File: config.mk
export PLATFORM = sky130hd
export DESIGN_NAME = alu_op_sequencer_flat
export DESIGN_NICKNAME = d
export VERILOG_FILES = /design/src/rtl/alu_op_sequencer_if.sv /design/src/rtl/alu_op_sequencer.sv /design/src/flat_wrapper.sv
export SDC_FILE = /design/constraint.sdc
export NUM_CORES = 1
export LEC_CHECK = 0
export ABC_AREA = 1
export CORE_MARGIN = 2
export CORE_UTILIZATION = 35
export CTS_CLUSTER_DIAMETER = 80
export DETAILED_ROUTE_END_ITERATION = 10
export GPL_TIMING_DRIVEN = 0
export PLACE_DENSITY = 0.67
export SYNTH_ARGS = -nofsm -noshare
export SYNTH_HDL_FRONTEND = slang
export SYNTH_SLANG_ARGS = --single-unit
export TNS_END_PERCENT = 5
File: constraint.sdc
create_clock -name clk -period 2.8 [get_ports clk]
set_input_delay 0.7 -clock clk [delete_from_list [all_inputs] [get_ports clk]]
set_output_delay 0.7 -clock clk [all_outputs]
set_load 0.01 [all_outputs]
File: src/rtl/alu_op_sequencer_if.sv
// Command/response handshake bundle for alu_op_sequencer.
// master = command issuer / response consumer, slave = sequencer.
interface alu_op_sequencer_if #(
  parameter int WIDTH = 8
);
  logic             cmd_valid;
  logic             cmd_ready;
  logic [3:0]       cmd_op;
  logic [WIDTH-1:0] cmd_a;
  logic [WIDTH-1:0] cmd_b;
  logic             cmd_use_acc;
  logic             rsp_valid;
  logic             rsp_ready;
  logic [WIDTH-1:0] rsp_result;
  logic             rsp_carry;
  logic             rsp_zero;

  modport master (
    output cmd_valid, cmd_op, cmd_a, cmd_b, cmd_use_acc, rsp_ready,
    input  cmd_ready, rsp_valid, rsp_result, rsp_carry, rsp_zero
  );

  modport slave (
    input  cmd_valid, cmd_op, cmd_a, cmd_b, cmd_use_acc, rsp_ready,
    output cmd_ready, rsp_valid, rsp_result, rsp_carry, rsp_zero
  );
endinterface

File: src/rtl/alu_op_sequencer.sv
// Registered command front-end and result back-end around a
// combinational ALU, with an accumulator for chained operations.
module alu_op_sequencer #(
  parameter int WIDTH = 8,
  parameter int CNT_W = 16
) (
  input  logic             clk,
  input  logic             rst,
  alu_op_sequencer_if.slave bus,
  output logic [WIDTH-1:0] alu_a,
  output logic [WIDTH-1:0] alu_b,
  output logic [3:0]       alu_op,
  input  logic [WIDTH-1:0] alu_result,
  input  logic             alu_carry,
  output logic [WIDTH-1:0] acc,
  output logic [CNT_W-1:0] op_count
);

  typedef enum logic [1:0] {
    IDLE = 2'd0,
    EXEC = 2'd1,
    RESP = 2'd2
  } state_t;

  state_t           r_state;
  state_t           w_state_n;
  logic             w_cmd_ready;
  logic             w_accept;
  logic             w_rsp_hs;
  logic [WIDTH-1:0] r_alu_a;
  logic [WIDTH-1:0] r_alu_b;
  logic [3:0]       r_alu_op;
  logic [WIDTH-1:0] r_rsp_result;
  logic             r_rsp_carry;
  logic             r_rsp_valid;
  logic [WIDTH-1:0] r_acc;
  logic [CNT_W-1:0] r_op_count;

  assign w_accept = bus.cmd_valid && w_cmd_ready;
  assign w_rsp_hs = r_rsp_valid && bus.rsp_ready;

  assign bus.cmd_ready  = w_cmd_ready;
  assign bus.rsp_valid  = r_rsp_valid;
  assign bus.rsp_result = r_rsp_result;
  assign bus.rsp_carry  = r_rsp_carry;
  assign bus.rsp_zero   = ~|r_rsp_result;

  assign alu_a    = r_alu_a;
  assign alu_b    = r_alu_b;
  assign alu_op   = r_alu_op;
  assign acc      = r_acc;
  assign op_count = r_op_count;

  // Next state and command-ready; RESP can retire and re-accept together.
  always_comb begin
    w_state_n   = r_state;
    w_cmd_ready = 1'b0;
    case (r_state)
      IDLE: begin
        w_cmd_ready = 1'b1;
        if (bus.cmd_valid) w_state_n = EXEC;
      end
      EXEC: w_state_n = RESP;
      RESP: begin
        w_cmd_ready = bus.rsp_ready;
        if (bus.rsp_ready)
          w_state_n = bus.cmd_valid ? EXEC : IDLE;
      end
      default: w_state_n = IDLE;
    endcase
  end

  // State register.
  always_ff @(posedge clk or posedge rst) begin
    if (rst) r_state <= IDLE;
    else     r_state <= w_state_n;
  end

  // Operand capture on accept, result capture after the ALU settle cycle.
  always_ff @(posedge clk or posedge rst) begin
    if (rst) begin
      r_alu_a      <= '0;
      r_alu_b      <= '0;
      r_alu_op     <= '0;
      r_rsp_result <= '0;
      r_rsp_carry  <= 1'b0;
      r_rsp_valid  <= 1'b0;
      r_acc        <= '0;
      r_op_count   <= '0;
    end else begin
      if (w_accept) begin
        r_alu_op <= bus.cmd_op;
        r_alu_b  <= bus.cmd_b;
        r_alu_a  <= bus.cmd_use_acc ? r_acc : bus.cmd_a;
      end
      if (r_state == EXEC) begin
        r_rsp_result <= alu_result;
        r_rsp_carry  <= alu_carry;
        r_acc        <= alu_result;
        r_rsp_valid  <= 1'b1;
      end else if (w_rsp_hs) begin
        r_rsp_valid <= 1'b0;
        r_op_count  <= r_op_count + CNT_W'(1);
      end
    end
  end

endmodule
File: src/flat_wrapper.sv
// flat-port wrapper written by rule: the top's interface ports become plain ports
module alu_op_sequencer_flat 
#(
  parameter int WIDTH = 8,
  parameter int CNT_W = 16
)
  (clk, rst, alu_a, alu_b, alu_op, alu_result, alu_carry, acc, op_count, bus_cmd_valid, bus_cmd_op, bus_cmd_a, bus_cmd_b, bus_cmd_use_acc, bus_rsp_ready, bus_cmd_ready, bus_rsp_valid, bus_rsp_result, bus_rsp_carry, bus_rsp_zero);
  alu_op_sequencer_if #(.WIDTH(WIDTH)) bus_i ();
  input  logic clk;
  input  logic rst;
  output logic [WIDTH-1:0] alu_a;
  output logic [WIDTH-1:0] alu_b;
  output logic [3:0] alu_op;
  input  logic [WIDTH-1:0] alu_result;
  input  logic alu_carry;
  output logic [WIDTH-1:0] acc;
  output logic [CNT_W-1:0] op_count;
  input wire logic [$bits(bus_i.cmd_valid)-1:0] bus_cmd_valid;
  input wire logic [$bits(bus_i.cmd_op)-1:0] bus_cmd_op;
  input wire logic [$bits(bus_i.cmd_a)-1:0] bus_cmd_a;
  input wire logic [$bits(bus_i.cmd_b)-1:0] bus_cmd_b;
  input wire logic [$bits(bus_i.cmd_use_acc)-1:0] bus_cmd_use_acc;
  input wire logic [$bits(bus_i.rsp_ready)-1:0] bus_rsp_ready;
  output wire logic [$bits(bus_i.cmd_ready)-1:0] bus_cmd_ready;
  output wire logic [$bits(bus_i.rsp_valid)-1:0] bus_rsp_valid;
  output wire logic [$bits(bus_i.rsp_result)-1:0] bus_rsp_result;
  output wire logic [$bits(bus_i.rsp_carry)-1:0] bus_rsp_carry;
  output wire logic [$bits(bus_i.rsp_zero)-1:0] bus_rsp_zero;
  assign bus_i.cmd_valid = bus_cmd_valid;
  assign bus_i.cmd_op = bus_cmd_op;
  assign bus_i.cmd_a = bus_cmd_a;
  assign bus_i.cmd_b = bus_cmd_b;
  assign bus_i.cmd_use_acc = bus_cmd_use_acc;
  assign bus_i.rsp_ready = bus_rsp_ready;
  assign bus_cmd_ready = bus_i.cmd_ready;
  assign bus_rsp_valid = bus_i.rsp_valid;
  assign bus_rsp_result = bus_i.rsp_result;
  assign bus_rsp_carry = bus_i.rsp_carry;
  assign bus_rsp_zero = bus_i.rsp_zero;
  alu_op_sequencer #(.WIDTH(WIDTH), .CNT_W(CNT_W)) u_core (.clk(clk), .rst(rst), .bus(bus_i), .alu_a(alu_a), .alu_b(alu_b), .alu_op(alu_op), .alu_result(alu_result), .alu_carry(alu_carry), .acc(acc), .op_count(op_count));
endmodule
# ---- Yosys cells after proc, flatten, opt, wreduce, memory -nomap -nowiden
# Index checks and enable logic that the tools add are counted.
dict set report op_classes {
  addsub 1
  eq_ne 4
  n_mux 8
  n_bitwise 1
  n_reduce_logical 8
}
# operator n
set ops {}
lappend ops {{16-bit by 1-bit adder with 16-bit output (second input constant)} 1}
lappend ops {{8-bit two-way mux} 1}
lappend ops {{8-bit OR reduction} 1}
lappend ops {{2-bit case mux with 3 select lines} 1}
lappend ops {{2-bit two-way mux} 2}
lappend ops {{2-bit != test (second input constant)} 2}
lappend ops {{2-bit AND reduction} 2}
lappend ops {{1-bit two-way mux} 3}
lappend ops {{2-bit by 1-bit equality test with 1-bit output (second input constant)} 1}
lappend ops {{2-bit equality test (second input constant)} 1}
lappend ops {{1-bit logical AND} 2}
lappend ops {{2-bit logical NOT} 1}
lappend ops {{1-bit case mux with 2 select lines} 1}
lappend ops {{2-bit nonzero test} 1}
lappend ops {{1-bit logical NOT} 1}
lappend ops {{1-bit inverter} 1}
dict set report word_totals {
  regBits 48
  in_bits 34
  word_cells 30
}

# ---- Logic depth before layout (Yosys ltp)
# Gate-level depths: netlist (run 1).
dict set report logic_depth {
  depth_word 3
  depth_mapped 9
}

# ---- Least setup slack after synthesis (run 1)
# No wires, ideal clock.
dict set report synth_path {
  path_type {input port to output port}
  from {input bus_rsp_ready}
  to {output bus_cmd_ready}
  t_arrival_ps 906
  required_ps 2100
  slack_ps 1194
  cell_stages 2
  cell_sequence {nor2_1 nor2_2}
}
dict set report synth_between {
  elab_chain_cells 1
}
# item line
set synth_lines {}
lappend synth_lines {{from (decl)} flat_wrapper.sv:23} ;# input wire logic [$bits(bus_i.rsp_ready)-1:0] bus_rsp_ready;
lappend synth_lines {{1-bit case mux with 2 select lines} alu_op_sequencer.sv:58} ;# case (r_state)
lappend synth_lines {{to (decl)} flat_wrapper.sv:24} ;# output wire logic [$bits(bus_i.cmd_ready)-1:0] bus_cmd_ready;
# No other way between the ends.

# ---- Worst setup path in the final report (run 1)
# Same ends and word-level chain as after synthesis.

==> flow_summary.toml, run 1 <==
[pwr]
power_mw = 2.408
switching_share_pct = 32.26
power_frac_seq_pct = 41.6
pwr_density_cell_nw_per_um2 = 733.9
ir_worst_vdd_mv = 0.4003
comb_power_share_pct = 40.8
pwr-share-clk_pct = 17.6
p_leak_nw = 1.536
intPower_mw = 1.631
p_sw_uw = 776.8

[placement]
port_buffers = 89
place_ws_ns = 0.09335
placed_area_sq_um = 3188
dpl.hpwl_um = 4069
globalplace.congestion = 0.8384

[critical_path]
critical_path.top_delay_family = "buffers and inverters"
r2r_end = "u_core.op_count[8]"
rr_startpoint = "u_core.op_count[1]"
cp-end-kind = "primary output"
path_max_fanout = 3
reg2reg_depth = 6
worstSetupPathType = "in2out"
crit_path_start_kind = "primary input"
slowest_stage = "clkdlybuf4s50_1"
crit_top_cell = "clkdlybuf4s50_1"
r2r_slack_ns = 1.40
arrival_ns = 2.03
cp_num_buf_inv = 2
cp.required_ns = 2.10
max_stage_delay_ns = 0.56
crit_chain = "clkdlybuf4s50_1, nor2_1, nor2_2, clkdlybuf4s50_1"

[floorplan]
start_util_pct = 36.45
die_area_sq_um = 6886
coreArea_sq_um = 5991
die_x_um = 82.98
die_h_um = 82.98
core.rowCount = 28
design.portCount = 90

[detailed_routing]
drc = 0
viasPerCell = 4.463
antenna_left = 0
drt_iter0_drc = 71
vias = 1919
wire_per_inst_um = 12.10
dr.pass1.iters = 4
wl_um = 5205

[timing]
hold_violations = 0
min_period_ns = 2.732
slew-limit-headroom_pct = 62.96
slew_viol_final = 0
finalClockSkew_ns = 0.01100
setup_viol = 0
fin_ws_ns = 0.06775
fin_crit_sh_pct = 97.58
max_freq_mhz = 366.0
rsz0062_at_grt = "no"
worstMarginPinSlew_ns = 0.5549

[grt]
grt_pass1_vias = 1809
grt_max_degree = 26
antenna_found_initial = 0
overflow = 0
track_usage_pct = 15.24
grt_pass1_wl_um = 8583

[cells_and_area]
antenna_cells = 0
drive_gt1_share_pct = 8.169
area_delta_synth_final_pct = 50.26
fill_cells = 562
fin_nets = 389
design_area_sq_um = 3281

[synthesis]
synth_warnings = 0
ys_seq_area_share_pct = 55.01
postSynthCellCount = 257
avgSynthCellArea_sq_um = 8.496
syn_area_sq_um = 2183
synth-seq-cells = 48
synthesis.nets = 292
ys_types = 21

[worst_hold_path]
whs_endpoint = "u_core.alu_op[3]"
hold_depth = 2
hold_path.startpoint = "u_core.alu_op[3]"
hold_class = "reg2reg"

[clocking]
cts_tree = "done"
ctsResizeCount = 0
cts_hold_buf = 0
clockRootBuffer = "clkbuf_8"
clk_path_buf_depth = 2
clk_pin_slew_worst_paths_ns = 0.08
post_cts.repair.setup_buffers = 0
htreeDepth = 2
cts_buffers = 5
cts_sinks = 48
worstSkewPairLatency_ns = 0.30

[job]
maxCapViolations = 0

[status]
outcome = "finished clean"
==> per-layer routing <==
layer	GRT usage [%]	part of all wire, %
met1	20.00	47
met2	25.00	47
met3	3.380	4.3
met4	5.067	1.6
met5	0	0
==> tightest hold or removal path, cell delays in order, from the launching register on <==
cell and delay (ns):
dfrtp_1 0.35, nand2_1 0.05, nand2_1 0.06
==> Yosys cell counts <==
| cell type | number | share of area (%) |
|---|---|---|
| buf_2 | 1 | 0.23 |
| buf_4 | 9 | 3.1 |
| buf_6 | 3 | 1.5 |
| clkbuf_1 | 1 | 0.17 |
| dfrtp_1 | 48 | 55 |
| ha_1 | 1 | 0.57 |
| inv_1 | 25 | 4.3 |
| inv_2 | 1 | 0.17 |
| nand2_1 | 99 | 17 |
| nand2_2 | 1 | 0.29 |
| nand2_4 | 1 | 0.52 |
| nand3_1 | 7 | 1.6 |
| nand3b_1 | 1 | 0.34 |
| nand4_1 | 7 | 2.0 |
| nor2_1 | 13 | 2.2 |
| nor2_2 | 2 | 0.57 |
| nor2_4 | 1 | 0.52 |
| nor3_1 | 1 | 0.23 |
| o21ai_0 | 26 | 6.0 |
| xnor2_1 | 3 | 1.2 |
| xor2_1 | 6 | 2.4 |
==> placed cells by master, fill, tap and decap left out, types with 6 or more instances in the layout <==
cell / synthesis / final
buf_4: 9 / 9
clkbuf_8: 0 / 6
clkdlybuf4s50_1: 0 / 89
dfrtp_1: 48 / 48
inv_1: 25 / 24
nand2_1: 99 / 99
nand3_1: 7 / 7
nand4_1: 7 / 7
nor2_1: 13 / 13
o21ai_0: 26 / 26
xor2_1: 6 / 6
==> flip-flops by register name (all words and copies together) (netlist names) <==
register,cells
u_core.alu_a,8
u_core.alu_b,8
u_core.alu_op,4
u_core.bus.rsp_carry,1
u_core.bus.rsp_result,8
u_core.bus.rsp_valid,1
u_core.op_count,16
u_core.r_state,2
==> metrics by stage <==
stage	hold WS, ns	setup TNS, ns	utilization [%]	std cells
detailed placement	0.4708	0	53.22	422
global route	0.5129	0	54.76	430
floorplan	0.5142	0	-	257
finish	0.4885	0	54.76	430
global placement	0.4632	-1.519	52.88	421
CTS	0.4939	0	54.76	430
==> kinds of logic (layout without fill, tap and decap cells) <==
family          after synthesis  count (layout)  share of synthesized area, %
compound gates               26              26                         5.960
flops                        48              48                         55.01
xor+xnor                      9               9                         3.611
fa+ha+maj                     1               1                        0.5730
simple gates                133             133                         25.33
buf+inv                      40             138                         9.512
==> power by group through the flow <==
| stage | registers, mW | clock network (mW) | logic, mW |
|---|---|---|---|
| 6_report | 1.00 | 0.424 | 0.982 |
| 5_1_grt | 1.02 | 0.470 | 1.07 |
| 4_1_cts | 1.00 | 0.438 | 0.995 |
| 3_5_place_dp | 1.02 | 0 | 0.991 |
| 3_3_place_gp | 1.01 | 0 | 0.977 |
| 2_1_floorplan | 1.07 | 0 | 0.352 |
==> final cells by class <==
class,instances,area (sq um),share of cell area [%]
plain buffers,14,110.1,3.356
clock buffers,6,82.58,2.517
clock inverters,2,10.01,0.3051
inverters,26,97.59,2.975
multi-input cells,169,774.5,23.61
flip-flops and latches,48,1201,36.61
well taps,75,93.84,2.860
repair buffers,90,910.9,27.77
==> how the worst max path moves through the flow <==
stage	cells past startpoint	end	startpoint	slack [ns]
global route	4	bus_cmd_ready	bus_rsp_ready	0.03
global placement	2	u_core.op_count[0]	rst	-0.03
detailed placement	4	bus_cmd_ready	bus_rsp_ready	0.09
floorplan	1	u_core.alu_a[0]	rst	0.96
CTS	4	bus_cmd_ready	bus_rsp_ready	0.08
finish	4	bus_cmd_ready	bus_rsp_ready	0.07
Power figures use the tool's default switching activity.
==> run 2: changes to the inputs <==
--- a/config.mk
+++ b/config.mk
@@ -13,4 +13,5 @@
 export GPL_TIMING_DRIVEN = 0
 export PLACE_DENSITY = 0.67
+export RECOVER_POWER = 100
 export SYNTH_ARGS = -nofsm -noshare
 export SYNTH_HDL_FRONTEND = slang
==> constraint.sdc (replaced) <==
create_clock -name clk -period 2.8 [get_ports clk]
set_input_delay 0.7 -clock clk [delete_from_list [all_inputs] [get_ports clk]]
set_output_delay 0.7 -clock clk [all_outputs]
set_load 0.1 [all_outputs]
==> flow_summary.toml, run 2 (synthesis results as in run 1) <==
[critical_path]
cp-end-kind = "primary output"
max_stage_delay_ns = 1.19
crit_chain = "buf_4, dlygate4sd3_1"
cp_num_buf_inv = 2
rr_startpoint = "u_core.r_state[1]"
slowest_stage = "dlygate4sd3_1"
cp-startpoint = "u_core.bus.rsp_result[4]"
worstSetupPathType = "reg2out"
arrival_ns = 2.01
path_max_fanout = 3
critical_path.top_delay_family = "buffers and inverters"
crit_path_start_kind = "flip-flop"
cp.required_ns = 2.10

[cells_and_area]
fin_cells = 430
final_common_cell = "nand2_1"
drive_gt1_share_pct = 5.915
fin_util_pct = 53.76
antenna_cells = 0
layout_common_cells = "nand2_1, dlygate4sd3_1, dfrtp_1, clkdlybuf4s50_1"
largest_reg_flops = 16
area_delta_synth_final_pct = 47.51
fin_nets = 389

[timing]
rsz0062_at_grt = "no"
hold_violations = 0
max_freq_mhz = 369.3
hold_slack_ns = 0.4787
finalClockSkew_ns = 0.003514
fin_crit_sh_pct = 96.71
fin_ws_ns = 0.09223
worstMarginPinSlew_ns = 1.190
setup_viol = 0
slew-limit-headroom_pct = 21.00
slew_viol_final = 0
min_period_ns = 2.708

[grt]
grt_pass1_wl_um = 8873
antenna_found_initial = 0
track_usage_pct = 15.77
grt_pass1_vias = 1871
overflow = 0
grt_max_degree = 38

[status]
outcome = "finished clean"

[detailed_routing]
antenna_left = 0
drt_iter0_drc = 99
dr.pass1.iters = 4
wl_um = 5210
wire_per_inst_um = 12.12
viasPerCell = 4.519
drc = 0
vias = 1943

[pwr]
power_mw = 3.804
p_leak_nw = 1.585
ir_worst_vdd_mv = 0.8161
pwr_density_cell_nw_per_um2 = 1181

[placement]
globalplace.congestion = 0.8221
port_buffers = 89
dpl.hpwl_um = 4129
dp_cells = 422
place_ws_ns = -0.4610

[clocking]
clk_pin_slew_worst_paths_ns = 0.08
cts_buffers = 5
clk_path_buf_depth = 2
clockRootBuffer = "clkbuf_8"
cts_tree = "done"
cts_sinks = 48
worstSkewPairLatency_ns = 0.29
cts_hold_buf = 0
htreeDepth = 2

[floorplan]
die_area_sq_um = 6886
start_util_pct = 36.45
die_x_um = 82.98
design.portCount = 90
coreArea_sq_um = 5991
core.rowCount = 28
die_h_um = 82.98

[worst_hold_path]
hold_path.startpoint = "u_core.alu_b[7]"
hold_class = "reg2reg"

[job]
maxCapViolations = 0
==> run 2: changes by cell type in the layout (fill, tap and decap cells not counted), moves of 2 or more <==
cell	delta
clkdlybuf4s50_1	-57
dlygate4sd3_1	+55
clkbuf_1	+6
buf_6	-3
clkinv_2	-2
inv_1	+2
inv_2	-2
==> run 2: final timing paths <==
check / endpoint / slack (ns) / cells after the start
setup / recovery: bus_rsp_result[4] / 0.09 / 2
hold / removal: u_core.alu_b[7] / 0.48 / 2
setup reg to reg: u_core.alu_op[0] / 1.05 / 9
hold reg to reg: u_core.alu_b[7] / 0.48 / 2
max in group asynchronous: u_core.alu_b[4] / 0.75 / 3
min in group asynchronous: u_core.op_count[10] / 0.83 / 2
==> run 2: area by class of cell <==
class	count	area, sq um
buffer	14	87.58
clock buffer	8	90.09
fill	556	2770
inverter	26	97.59
multi-input combinational	169	759.5
sequential	48	1201
tap	75	93.84
timing repair buffer	90	890.9
==> run 2: power by group <==
part | internal, mW | total [mW] | switching, mW
sequential | 0.865 | 0.991 | 0.127
clock | 0.202 | 0.419 | 0.217
combinational | 0.468 | 2.39 | 1.93
==> run 2: metrics by stage <==
step / setup TNS [ns] / area [sq um]
after floorplan: 0 / 2186
after global placement: -0.8057 / 3171
after detailed placement: -0.4610 / 3191
after CTS: 0 / 3281
after global routing: 0 / 3221
final: 0 / 3221
==> run 2: repair_timing <==
action / in CTS / in global routing
buffers inserted: 0 / 0
endpoints found under the setup margin: 2 / 0
gates resized for setup: 4 / 0
==> run 2: worst min-delay path: stages (launching register included) <==
cell and delay [ns]:
dfrtp_1 0.35, nand2_1 0.05, nand2_1 0.05
==> run 2: layer usage <==
layer | global-route usage, % | vias to the layer above | share of wire [%]
met5 | 0 | - | 0
met2 | 25.66 | 51 | 50
li1 | - | 981 | -
met3 | 4.175 | 6 | 4.3
met4 | 5.514 | 0 | 1.7
met1 | 20.32 | 905 | 44
==> run 3: changes to the inputs <==
- CORE_MARGIN: 2 -> default
==> flow_summary.toml, run 3 (synthesis results as in run 1) <==
[critical_path]
cp.required_ns = 2.10
arrival_ns = 2.04
crit_path_start_kind = "primary input"
reg2reg_depth = 9
rr_startpoint = "u_core.r_state[1]"
path_max_fanout = 3
cp-endpoint = "bus_cmd_ready"
cp-startpoint = "bus_rsp_ready"
r2r_slack_ns = 1.06
worstSetupPathType = "in2out"
r2r_end = "u_core.alu_b[3]"
cp-end-kind = "primary output"

[grt]
overflow = 0
grt_max_degree = 42
antenna_found_initial = 0
grt_pass1_wl_um = 8845
track_usage_pct = 17.85
grt_pass1_vias = 1839

[cells_and_area]
fin_nets = 389
fill_cells = 595
layout_common_cells = "nand2_1, dlygate4sd3_1, dfrtp_1, clkdlybuf4s50_1"
multi_input_area_sq_um = 759.5
area_delta_synth_final_pct = 47.39
antenna_cells = 0
seqCellArea_sq_um = 1201
fin_util_pct = 54.03
drive_gt1_share_pct = 5.915
largest_reg_flops = 16
final_common_cell = "nand2_1"
fin_cells = 430

[placement]
globalplace.congestion = 0.8053
dp_cells = 422
port_buffers = 89
place_ws_ns = -0.4913
dpl.hpwl_um = 3950

[timing]
setup_viol = 0
hold_violations = 0
hold_slack_ns = 0.4815
fin_crit_sh_pct = 97.83
slew_viol_final = 0
min_period_ns = 2.739
slew-limit-headroom_pct = 20.76
fin_ws_ns = 0.06083
finalClockSkew_ns = 0.01058
max_freq_mhz = 365.1
rsz0062_at_grt = "no"
fin_tns_setup_ns = 0
worstMarginPinSlew_ns = 1.194

[detailed_routing]
dr.pass1.iters = 4
drc = 0
antenna_left = 0
viasPerCell = 4.493
drt_iter0_drc = 78
wire_per_inst_um = 11.94
vias = 1932
wl_um = 5135

[floorplan]
design.portCount = 90
core.rowCount = 28
coreArea_sq_um = 5956
start_util_pct = 36.66
die_area_sq_um = 6558
die_h_um = 80.98
die_x_um = 80.98

[pwr]
pwr-share-clk_pct = 11.1
p_sw_mw = 2.281
comb_power_share_pct = 62.8
power_frac_seq_pct = 26.1
ir_worst_vdd_mv = 0.8542
p_leak_nw = 1.581
intPower_mw = 1.528
pwr_density_cell_nw_per_um2 = 1184
switching_share_pct = 59.89

[worst_hold_path]
hold_class = "reg2reg"

[clocking]
worstSkewPairLatency_ns = 0.30
cts_hold_buf = 0
clk_path_buf_depth = 2
cts_tree = "done"
cts_buffers = 5
htreeDepth = 2
clockRootBuffer = "clkbuf_8"
clk_pin_slew_worst_paths_ns = 0.08
cts_sinks = 48

[status]
outcome = "finished clean"

[job]
maxCapViolations = 0
[run 3: changes by cell type in the layout (fill, tap and decap cells not counted)]
cell / before / now
buf_2: 1 / 0
dlygate4sd3_1: 55 / 54
clkdlybuf4s50_1: 32 / 33
clkinv_2: 0 / 2
buf_4: 9 / 8
[run 3: how the worst min path moves through the flow]
| stage | from | end | slack [ns] | depth (start not counted) |
|---|---|---|---|---|
| 2_1_floorplan | u_core.r_state[0] | u_core.r_state[1] | 0.56 | 3 |
| 3_3_place_gp | u_core.alu_op[1] | u_core.alu_op[1] | 0.46 | 2 |
| 3_5_place_dp | u_core.alu_b[4] | u_core.alu_b[4] | 0.46 | 2 |
| 4_1_cts | u_core.alu_b[4] | u_core.alu_b[4] | 0.49 | 2 |
| 5_1_grt | u_core.alu_b[4] | u_core.alu_b[4] | 0.50 | 2 |
| 6_report | u_core.alu_a[3] | u_core.alu_a[3] | 0.48 | 2 |
[run 3: final cells by class]
| type | count | share of cell area [%] |
|---|---|---|
| inverter | 26 | 3.033 |
| clock buffer | 6 | 2.566 |
| tap | 75 | 2.916 |
| clock inverter | 2 | 0.3110 |
| sequential | 48 | 37.32 |
| multi-input combinational | 169 | 23.60 |
| timing repair buffer | 90 | 27.68 |
| buffer | 14 | 2.566 |
[run 3: power by group through the flow]
stage	clock (mW)	sequential (mW)	combinational, mW
floorplan	0	2.22	0.705
detailed placement	0	1.01	2.51
finish	0.423	0.993	2.39
global placement	0	1.01	2.49
CTS	0.439	1.00	2.51
global route	0.469	1.02	2.49
[run 3: per-stage QoR]
step                instance area, sq um  power [mW]
floorplan                           2186       2.927
global placement                    3171       3.503
global route                        3218       3.987
CTS                                 3283       3.953
detailed placement                  3191       3.520
finish                              3218       3.809
[run 3: worst max-delay path: stages]
cell and delay, ns:
clkdlybuf4s50_1 0.52, nor2_1 0.09, nor2_2 0.15, clkdlybuf4s15_2 0.58
[run 3: timing repair]
item / CTS / global route
gates resized for setup: 4 / 0
setup endpoints to repair: 2 / 0
buffers inserted: 0 / 0
[run 3: metal layers]
layer | part of all wire [%] | vias to the layer above | track usage [%]
li1 | - | 985 | -
met5 | 0 | - | 0
met4 | 2.6 | 0 | 7.500
met2 | 48 | 50 | 27.90
met1 | 45 | 886 | 23.99
met3 | 4.1 | 11 | 3.596
